$ cat config.mk
export PLATFORM = sky130hd
export DESIGN_NAME = sys_array_ctrl
export DESIGN_NICKNAME = d
export VERILOG_FILES = /design/src/rtl/sys_array_pkg.sv /design/src/rtl/sys_array_skew.sv /design/src/rtl/sys_array_ctrl.sv
export SDC_FILE = /design/constraint.sdc
export NUM_CORES = 1
export LEC_CHECK = 0
export BUFFER_PORTS_ARGS = -buffer_cell sky130_fd_sc_hd__buf_2
export CORE_AREA = 2 2 291 293
export CTS_CLUSTER_DIAMETER = 30
export CTS_CLUSTER_SIZE = 28
export DETAILED_ROUTE_END_ITERATION = 16
export DIE_AREA = 0 0 293 295
export GPL_TIMING_DRIVEN = 0
export PLACE_DENSITY = 0.46
export SETUP_SLACK_MARGIN = 0.4
export SLEW_MARGIN = 25
export SYNTH_ARGS = -nofsm -noshare
export SYNTH_HDL_FRONTEND = slang
export SYNTH_HIERARCHICAL = 1
export SYNTH_SLANG_ARGS = --single-unit
export TNS_END_PERCENT = 20
$ cat constraint.sdc
create_clock -name clk -period 4.92 [get_ports clk]
set_clock_uncertainty 0.1 [all_clocks]
set_input_delay 0.738 -clock clk [delete_from_list [all_inputs] [get_ports clk]]
set_output_delay 0.738 -clock clk [all_outputs]
set_load 0.005 [all_outputs]
$ cat src/rtl/sys_array_pkg.sv
// Shared FSM encoding and job-timing helpers for the systolic array controller.
package sys_array_pkg;

  typedef enum logic [2:0] {
    S_IDLE,
    S_LOAD,
    S_FEED,
    S_DRAIN,
    S_DONE
  } state_e;

  // Cycles spent streaming skewed lanes into the array.
  function automatic int unsigned feed_len(input int unsigned num_vec, input int unsigned array_l);
    return num_vec + array_l - 1;
  endfunction

  // FEED-relative cycle of the final capture (last vector, last column).
  function automatic int unsigned last_cap(input int unsigned num_vec, input int unsigned array_w,
                                           input int unsigned out_lat);
    return num_vec + array_w + out_lat - 2;
  endfunction

  // Clock edges from the accepting start edge to the edge that raises done.
  function automatic int unsigned job_len(input int unsigned num_vec, input int unsigned array_w,
                                          input int unsigned out_lat);
    return last_cap(num_vec, array_w, out_lat) + 2;
  endfunction

  // Counter width with headroom for the whole FEED+DRAIN span.
  function automatic int unsigned cnt_w(input int unsigned out_lat, input int unsigned num_vec,
                                        input int unsigned array_w, input int unsigned array_l);
    return $clog2(out_lat + num_vec + array_w + array_l + 1);
  endfunction

  // Width of the skew-mux cycle index.
  function automatic int unsigned skew_w(input int unsigned num_vec, input int unsigned array_l);
    return $clog2(num_vec + array_l + 1);
  endfunction

  localparam int unsigned FEED_LEN = feed_len(4, 4);
  localparam int unsigned JOB_LEN  = job_len(4, 4, 4);

endpackage

$ cat src/rtl/sys_array_skew.sv
// Lane skew / zero-fill mux: lane i carries X[t-i][i] while in range, else 0.
module sys_array_skew
  import sys_array_pkg::*;
#(
  parameter int unsigned DATA_WIDTH = 8,
  parameter int unsigned ARRAY_L    = 4,
  parameter int unsigned NUM_VEC    = 4
) (
  input  logic [skew_w(NUM_VEC, ARRAY_L)-1:0]   t_i,
  input  logic                                  valid_i,
  input  logic [DATA_WIDTH*ARRAY_L*NUM_VEC-1:0] vectors_i,
  output logic [DATA_WIDTH*ARRAY_L-1:0]         lanes_o
);

  // Select the diagonal element for every lane at cycle t_i.
  always_comb begin
    int unsigned t;
    int unsigned k;
    lanes_o = '0;
    t       = 32'(t_i);
    k       = 0;
    if (valid_i) begin
      for (int unsigned i = 0; i < ARRAY_L; i++) begin
        k = t - i;
        if (t >= i && k < NUM_VEC) begin
          lanes_o[i*DATA_WIDTH +: DATA_WIDTH] = vectors_i[(k*ARRAY_L+i)*DATA_WIDTH +: DATA_WIDTH];
        end
      end
    end
  end

endmodule

$ cat src/rtl/sys_array_ctrl.sv
// Job controller for a weight-stationary systolic array: loads weights,
// streams skewed input vectors, and captures the diagonal column outputs.
module sys_array_ctrl
  import sys_array_pkg::*;
#(
  parameter int unsigned DATA_WIDTH = 8,
  parameter int unsigned ARRAY_W    = 4,
  parameter int unsigned ARRAY_L    = 4,
  parameter int unsigned NUM_VEC    = 4,
  parameter int unsigned OUT_LAT    = ARRAY_L
) (
  input  logic                                      clk,
  input  logic                                      reset,
  input  logic                                      start,
  output logic                                      ready,
  input  logic [DATA_WIDTH*ARRAY_W*ARRAY_L-1:0]     weights_in,
  input  logic [DATA_WIDTH*ARRAY_L*NUM_VEC-1:0]     vectors_in,
  output logic                                      param_load,
  output logic [DATA_WIDTH*ARRAY_W*ARRAY_L-1:0]     parameter_data,
  output logic [DATA_WIDTH*ARRAY_L-1:0]             input_module,
  input  logic [2*DATA_WIDTH*ARRAY_W-1:0]           out_module,
  output logic [2*DATA_WIDTH*ARRAY_W*NUM_VEC-1:0]   results,
  output logic                                      done
);

  localparam int unsigned FEED_N = feed_len(NUM_VEC, ARRAY_L);
  localparam int unsigned LAST_T = last_cap(NUM_VEC, ARRAY_W, OUT_LAT);
  localparam int unsigned CW     = cnt_w(OUT_LAT, NUM_VEC, ARRAY_W, ARRAY_L);
  localparam int unsigned TW     = skew_w(NUM_VEC, ARRAY_L);
  localparam int unsigned RW     = 2 * DATA_WIDTH;

  state_e                                    state_q;
  logic                                      ready_q;
  logic                                      param_load_q;
  logic                                      done_q;
  logic [DATA_WIDTH*ARRAY_W*ARRAY_L-1:0]     pdata_q;
  logic [DATA_WIDTH*ARRAY_L*NUM_VEC-1:0]     vec_q;
  logic [DATA_WIDTH*ARRAY_L-1:0]             in_q;
  logic [RW*ARRAY_W*NUM_VEC-1:0]             res_q;
  logic [CW-1:0]                             cnt_q;

  logic [TW-1:0]                             skew_t;
  logic                                      skew_v;
  logic [DATA_WIDTH*ARRAY_L-1:0]             skew_lanes;

  // Lane data is registered, so the mux looks one FEED cycle ahead.
  always_comb begin
    skew_v = 1'b0;
    skew_t = '0;
    if (state_q == S_LOAD) begin
      skew_v = 1'b1;
    end else if (state_q == S_FEED && cnt_q != CW'(FEED_N - 1)) begin
      skew_v = 1'b1;
      skew_t = TW'(cnt_q + 1'b1);
    end
  end

  sys_array_skew #(
    .DATA_WIDTH (DATA_WIDTH),
    .ARRAY_L    (ARRAY_L),
    .NUM_VEC    (NUM_VEC)
  ) u_skew (
    .t_i       (skew_t),
    .valid_i   (skew_v),
    .vectors_i (vec_q),
    .lanes_o   (skew_lanes)
  );

  // Job FSM with registered outputs and diagonal result capture.
  always_ff @(posedge clk) begin
    if (reset) begin
      state_q      <= S_IDLE;
      ready_q      <= 1'b1;
      param_load_q <= 1'b0;
      done_q       <= 1'b0;
      pdata_q      <= '0;
      vec_q        <= '0;
      in_q         <= '0;
      res_q        <= '0;
      cnt_q        <= '0;
    end else begin
      done_q <= 1'b0;
      if (state_q == S_FEED || state_q == S_DRAIN) begin
        for (int unsigned k = 0; k < NUM_VEC; k++) begin
          for (int unsigned j = 0; j < ARRAY_W; j++) begin
            if (cnt_q == CW'(k + j + OUT_LAT)) begin
              res_q[(k*ARRAY_W+j)*RW +: RW] <= out_module[j*RW +: RW];
            end
          end
        end
      end
      case (state_q)
        S_IDLE: begin
          if (start) begin
            pdata_q      <= weights_in;
            vec_q        <= vectors_in;
            param_load_q <= 1'b1;
            ready_q      <= 1'b0;
            state_q      <= S_LOAD;
          end
        end
        S_LOAD: begin
          param_load_q <= 1'b0;
          cnt_q        <= '0;
          in_q         <= skew_lanes;
          state_q      <= S_FEED;
        end
        S_FEED: begin
          cnt_q <= cnt_q + 1'b1;
          in_q  <= skew_lanes;
          if (cnt_q == CW'(FEED_N - 1)) begin
            state_q <= S_DRAIN;
          end
        end
        S_DRAIN: begin
          cnt_q <= cnt_q + 1'b1;
          in_q  <= '0;
          if (cnt_q == CW'(LAST_T)) begin
            done_q  <= 1'b1;
            state_q <= S_DONE;
          end
        end
        S_DONE: begin
          cnt_q   <= '0;
          ready_q <= 1'b1;
          state_q <= S_IDLE;
        end
        default: begin
          state_q <= S_IDLE;
        end
      endcase
    end
  end

  assign ready          = ready_q;
  assign param_load     = param_load_q;
  assign parameter_data = pdata_q;
  assign input_module   = in_q;
  assign results        = res_q;
  assign done           = done_q;

endmodule

### Word level (Yosys, flattened, before mapping)

Index checks and enable logic that the tools add are counted.

| word-level totals | value |
|---|---|
| register bits after elaboration | 555 |
| input port bits | 323 |
| output and inout bits | 419 |
| logic and storage cells | 94 |

| operators by class | value |
|---|---|
| add/subtract/negate cells | 7 |
| order comparisons | 7 |
| eq/ne operators | 15 |
| shift-type cells | 4 |
| mux-type cells | 20 |
| bitwise logic cells | 1 |
| reduce and logical (&&, ||, !) cells | 25 |

Operator list:

| operator | number |
|---|---|
| $shiftx A128 B33 Y8 | 3 |
| $shiftx A128 B10 Y8 | 1 |
| $lt A32 B3 Y1 const B | 3 |
| $pmux W32 S2 | 1 |
| $add A29 B2 Y29 const B | 2 |
| $mux W32 | 1 |
| $mux W8 | 4 |
| $add A29 B1 Y29 const B | 1 |
| $eq A5 B3 Y1 const B | 4 |
| $reduce_and A2 Y1 | 10 |
| $eq A5 B4 Y1 const B | 3 |
| $pmux W3 S4 | 1 |
| $pmux W5 S2 | 1 |
| $sub A4 B2 Y5 const B | 2 |
| $mux W3 | 3 |
| $ge A4 B2 Y1 const B | 2 |
| $mux W4 | 2 |
| $reduce_bool A2 Y1 | 4 |
| $reduce_or A2 Y1 | 4 |
| $eq A3 B2 Y1 const B | 2 |
| $add A5 B1 Y5 const B | 1 |
| $mux W1 | 5 |
| $ne A5 B3 Y1 const B | 1 |
| $sub A4 B1 Y5 const B | 1 |
| other kinds (12) | 17 |

### Logic depth before layout (Yosys ltp)

| depth | value |
|---|---|
| word-level depth | 10 |
| mapped depth | 16 |
| mapped depth without buffers | 13 |

### By module

Netlist, hierarchy kept.

Modules (own cells, without submodules):

| module | times used | cells each | area each (µm²) | seq. area each (µm²) |
|---|---|---|---|---|
| sys_array_ctrl | 1 | 2204 | 20980.1 | 11110.7 |
| sys_array_skew | 1 | 122 | 1332.5 | 0.0 |

### Worst setup path after synthesis

No wires, ideal clock.

| timing path | value |
|---|---|
| kind | reg2reg |
| start | register cnt_q[0] |
| end | register in_q[24] (netlist: input_module[24]) |
| library setup time | 0.128 ns |
| arrival | 3.116 ns |
| data required time | 4.692 ns |
| slack | 1.577 ns |
| stages on the path, launching flop included | 16 |
| path buffers | 4 |
| period minus slack after synthesis | 3.343 ns |
| path through | dfxtp_1 -> inv_1 -> ha_1 -> nor4bb_1 -> or3_1 -> nor2_1 -> buf_6 -> buf_6 -> inv_1 -> ha_1 -> buf_2 -> buf_2 -> mux4_2 -> nor2b_1 -> a32oi_1 -> nor2_1 |

| between the ends | value |
|---|---|
| longest elaborated chain between the ends | 10 |
| elaborated cells on any way between the ends | 16 |
| those cells by class | add/sub: 3; order compare: 2; eq/ne: 1; shift: 1; mux: 7; reduce/logical: 2 |

Ends and longest elaborated chain:

| what | line | source |
|---|---|---|
| from (decl) | sys_array_ctrl.sv:40 | `logic [CW-1:0] cnt_q;` |
| from (signal assigned) | sys_array_ctrl.sv:109 | `cnt_q <= cnt_q + 1'b1;` |
| from (signal assigned) | sys_array_ctrl.sv:116 | `cnt_q <= cnt_q + 1'b1;` |
| branches (longest 2 deep; another with $add A5 B1 Y5) | -- |  |
| $mux W4 (*) | sys_array_ctrl.sv:52 | `end else if (state_q == S_FEED && cnt_q != CW'(FEED_N - 1)) begin` |
| $mux W4 (*) | sys_array_ctrl.sv:50 | `if (state_q == S_LOAD) begin` |
| net skew_t[0] | sys_array_ctrl.sv:42 | `logic [TW-1:0] skew_t;` |
| $sub A4 B2 Y5 | sys_array_skew.sv:24 | `k = t - i;` |
| $add A29 B2 Y29 or $lt A32 B3 Y1 (tied branches) | sys_array_skew.sv:26, sys_array_skew.sv:25 |  |
| $shiftx A128 B33 Y8 or $logic_and A1 B1 Y1 (tied branches) | sys_array_skew.sv:26, sys_array_skew.sv:25 |  |
| $mux W8 (*) | sys_array_skew.sv:25 | `if (t >= i && k < NUM_VEC) begin` |
| $mux W32 (*) | sys_array_skew.sv:22 | `if (valid_i) begin` |
| net skew_lanes[24] | sys_array_ctrl.sv:44 | `logic [DATA_WIDTH*ARRAY_L-1:0] skew_lanes;` |
| $pmux W32 S2 (*) | sys_array_ctrl.sv:92 | `case (state_q)` |
| to (signal assigned) | sys_array_ctrl.sv:105 | `in_q <= skew_lanes;` |
| to (signal assigned) | sys_array_ctrl.sv:110 | `in_q <= skew_lanes;` |
| to (decl) | sys_array_ctrl.sv:38 | `logic [DATA_WIDTH*ARRAY_L-1:0] in_q;` |

Mark *: on every way through the listed nets, which the timed path passes.
A chain may end at the register's enable or synchronous reset.

### Worst setup path in the final report

| timing path | value |
|---|---|
| start | register cnt_q[0] |
| end | register in_q[25] (netlist: input_module[25]) |

Same word-level chain as after synthesis.

==> summary.txt <==
Synthesis
  • Count leader, synth: dfxtp_1
  • Register bit total from synthesis: 555
  • Yosys top cell by area: dfxtp_1
  • Post-synth top cells: dfxtp_1, nand2_1, nand2b_1
  • Syn_area_per_cell: 9.593 µm²
  • Synthesized cell area: 22310 µm²
  • Top-area cell type share of the netlist area: 49.80%
  • Synth Net Count: 2660
  • Yosys cell types: 54
  • Synth top area cells: dfxtp_1, mux2i_1, nand2b_1
  • Yosys warns: 6
  • Synth Instances: about 2.3k
  • Post-synth EDFFs: 0
  • Register area share after synthesis: about half
  • Top FF cell, synth: dfxtp_1
  • Synth async-reset ratio: 0%

Timing
  • Setup violations, final: 0
  • Fmax: roughly 240 MHz
  • RSZ-0062 raised after global routing: false
  • Fin Hold WS: 0.1645 ns
  • Final hold vios: 0
  • Worst setup slack after layout: 0.7521 ns
  • Worst Tran Pin Value: 0.9302 ns
  • Min cycle time layout: 4.168 ns
  • Ratio of final minimum period to clock period: 84.71%
  • Slew HR: 37.83%
  • Total negative setup slack: 0 ns
  • Max Slew Vio Count: 0

GRT
  • Pin count of the biggest net entering global routing: 17
  • All-Layer GR Usage: 19.86%
  • Gr ovfl total: 0
  • Initial antenna violation count: 11
  • Global-route wire length before repair: 129.1 mm
  • Vias in the first global route: 19.99k

Placement
  • Worst slack, placed: 0.6748 ns
  • Placer congestion estimate: 0.7853
  • Final HPWL DP: 67.75 mm
  • I/O Buffers: 740

Die
  • Die height: approximately 300 µm
  • Die Wd: approximately 290 µm
  • Core Region: a little over 80000 µm²
  • FP Rows: 106
  • DIE AREA: 86440 µm²
  • IO Count: 742
  • Starting density of the core: roughly 27%

Critical path
  • CP required: between 5 and 6 ns
  • Critical Path Fanout Max: 10
  • Setup crit end kind: flip-flop
  • Crit path launch type: flip-flop
  • Arrival @ worst endpoint: approximately 4.6 ns
  • WS Path Type: flip-flop to flip-flop

Clock tree
  • CTS tree: built
  • Clk slew on worst S/H paths: 0.04 ns
  • Worst skew pair latency: 0.71 ns
  • Clock Path Buffers: 3
  • Total clock sinks: 555
  • # H-tree levels: 4
  • Root Buffer: clkbuf_16
  • CTS Buf Count: 150

Outcome
  • Status: finished, final reports clean

Pwr
  • Pwr/cell area: 477.6 nW/µm²
  • Worst vdd ir: 0.2649 mV
  • Pleak: between 0.015 and 0.02 µW

Final layout
  • Share of layout cells above drive strength 1: 36.06%
  • Final core utilization: 39.16%
  • Nets@finish: 3552
  • Synth-to-Final Area Change: 45.94%

Drt
  • Drt pass-1 iters: 5
  • Initial DRC Count: 790
  • Vias: 19.58k
  • Post-route DRC violation count: 0
  • Drt total wl: between 80 and 90 mm
  • Routed Antenna Nets: 0
  • Routed wire length per instance: 20.00 µm
  • Vias per Instance: 4.421

Worst hold path
  • Worst hold path type: input port to flip-flop

Flow run
  • # Max-Cap Violations: 0
[routing by layer]
metal	global-route usage (%)	part of all wire, %	vias up
met3	6.149	7.2	121
li1	-	-	9625
met5	0	0.043	-
met1	22.87	41	9185
met4	5.666	1.8	6
met2	35.31	50	643
[layout by cell type (no fill, tap or decap), types with 4 or more instances in the layout]
cell	instances
mux4_2	23
and4_1	4
or3_1	5
a21oi_1	220
nor2b_2	8
buf_2	799
o21ai_0	4
and2_1	8
nand2_2	40
o22ai_1	8
nand3_1	4
inv_6	4
clkbuf_8	34
xnor2_1	4
clkbuf_1	109
nor2b_1	17
nand2_1	480
clkbuf_16	150
inv_1	9
ha_1	11
nand2b_1	323
nand4_1	5
bufinv_16	11
buf_4	6
buf_6	29
nor2_1	42
clkinvlp_4	4
diode_2	5
a32oi_1	32
dfxtp_1	555
clkinv_16	8
mux2i_1	273
a21oi_2	40
clkinv_2	32
[per-stage QoR]
| stage | power [µW] | area, µm² | cells |
|---|---|---|---|
| after floorplan | 5404 | 22310 | 2326 |
| after global placement | 5902 | 27370 | 4146 |
| after detailed placement | 5902 | 27370 | 4146 |
| after CTS | 15730 | 32550 | 4424 |
| after global routing | 16120 | 32560 | 4428 |
| final | 15550 | 32560 | 4429 |
[critical path, stage by stage (launching register included)]
cell and delay, ns:
dfxtp_1 0.42, inv_1 0.11, ha_1 0.29, nor4bb_1 0.19, or3_1 0.40, nor2_1 0.33, buf_6 0.23, buf_6 0.21
inv_1 0.08, ha_1 0.27, buf_2 0.25, buf_2 0.35, mux4_2 0.36, nor2b_1 0.15, a32oi_1 0.22, nor2_1 0.06
[where the power goes]
part / switching, µW / internal [µW] / leakage [µW] / total [µW]
Combinational: 625 / 434 / 0.00823 / 1060
Clock: 3050 / 6700 / 0.00254 / 9740
Sequential: 82.7 / 4670 / 0.00451 / 4750
[path summary, 6_finish.rpt]
check	startpoint	to	slack, ns	cells past startpoint
hold reg to reg	parameter_data[82]	parameter_data[82]	0.35	2
setup / recovery	cnt_q[0]	input_module[25]	0.75	15
setup reg to reg	cnt_q[0]	input_module[25]	0.75	15
hold / removal	weights_in[35]	parameter_data[35]	0.16	3
[cell type report]
type                            count  area, µm²
Fill cell                        8666      50590
Sequential cell                   555      11110
Multi-Input combinational cell   1584      10120
Clock buffer                      217       4345
Timing Repair Buffer              740       3704
Tap cell                         1080       1351
Buffer                            178       1051
Clock inverter                     61      832.0
Inverter                            9      33.78
Antenna cell                        5      12.51
[state kept, by name, indices dropped and copies added (netlist names)]
| register | count |
|---|---|
| input_module | 32 |
| param_load | 1 |
| state_q | 3 |
| cnt_q | 5 |
| parameter_data | 128 |
| vec_q | 128 |
| results | 256 |
| ready | 1 |
| done | 1 |
[logic make-up (layout without fill, tap and decap cells)]
group / Yosys count / after routing / synth area share [%]
AOI/OAI and AO/OA: 319 / 319 / 8.709
DFF: 555 / 555 / 49.80
other: 0 / 5 / 0
adders and majority gates: 11 / 11 / 0.6168
and+or+nand+nor: 951 / 951 / 21.11
buffers and inverters: 187 / 1205 / 4.850
xor gates and xnor gates: 6 / 6 / 0.2355
muxes: 297 / 297 / 14.69
[timing repair]
action                                  CTS  global route
endpoints found under the setup margin    0             1
buffers inserted                          0             0
endpoints found under the hold margin     0             0
resized for setup                         0             1
hold buffers                              0             0
Note: power is estimated with default switching activity, not from simulation.
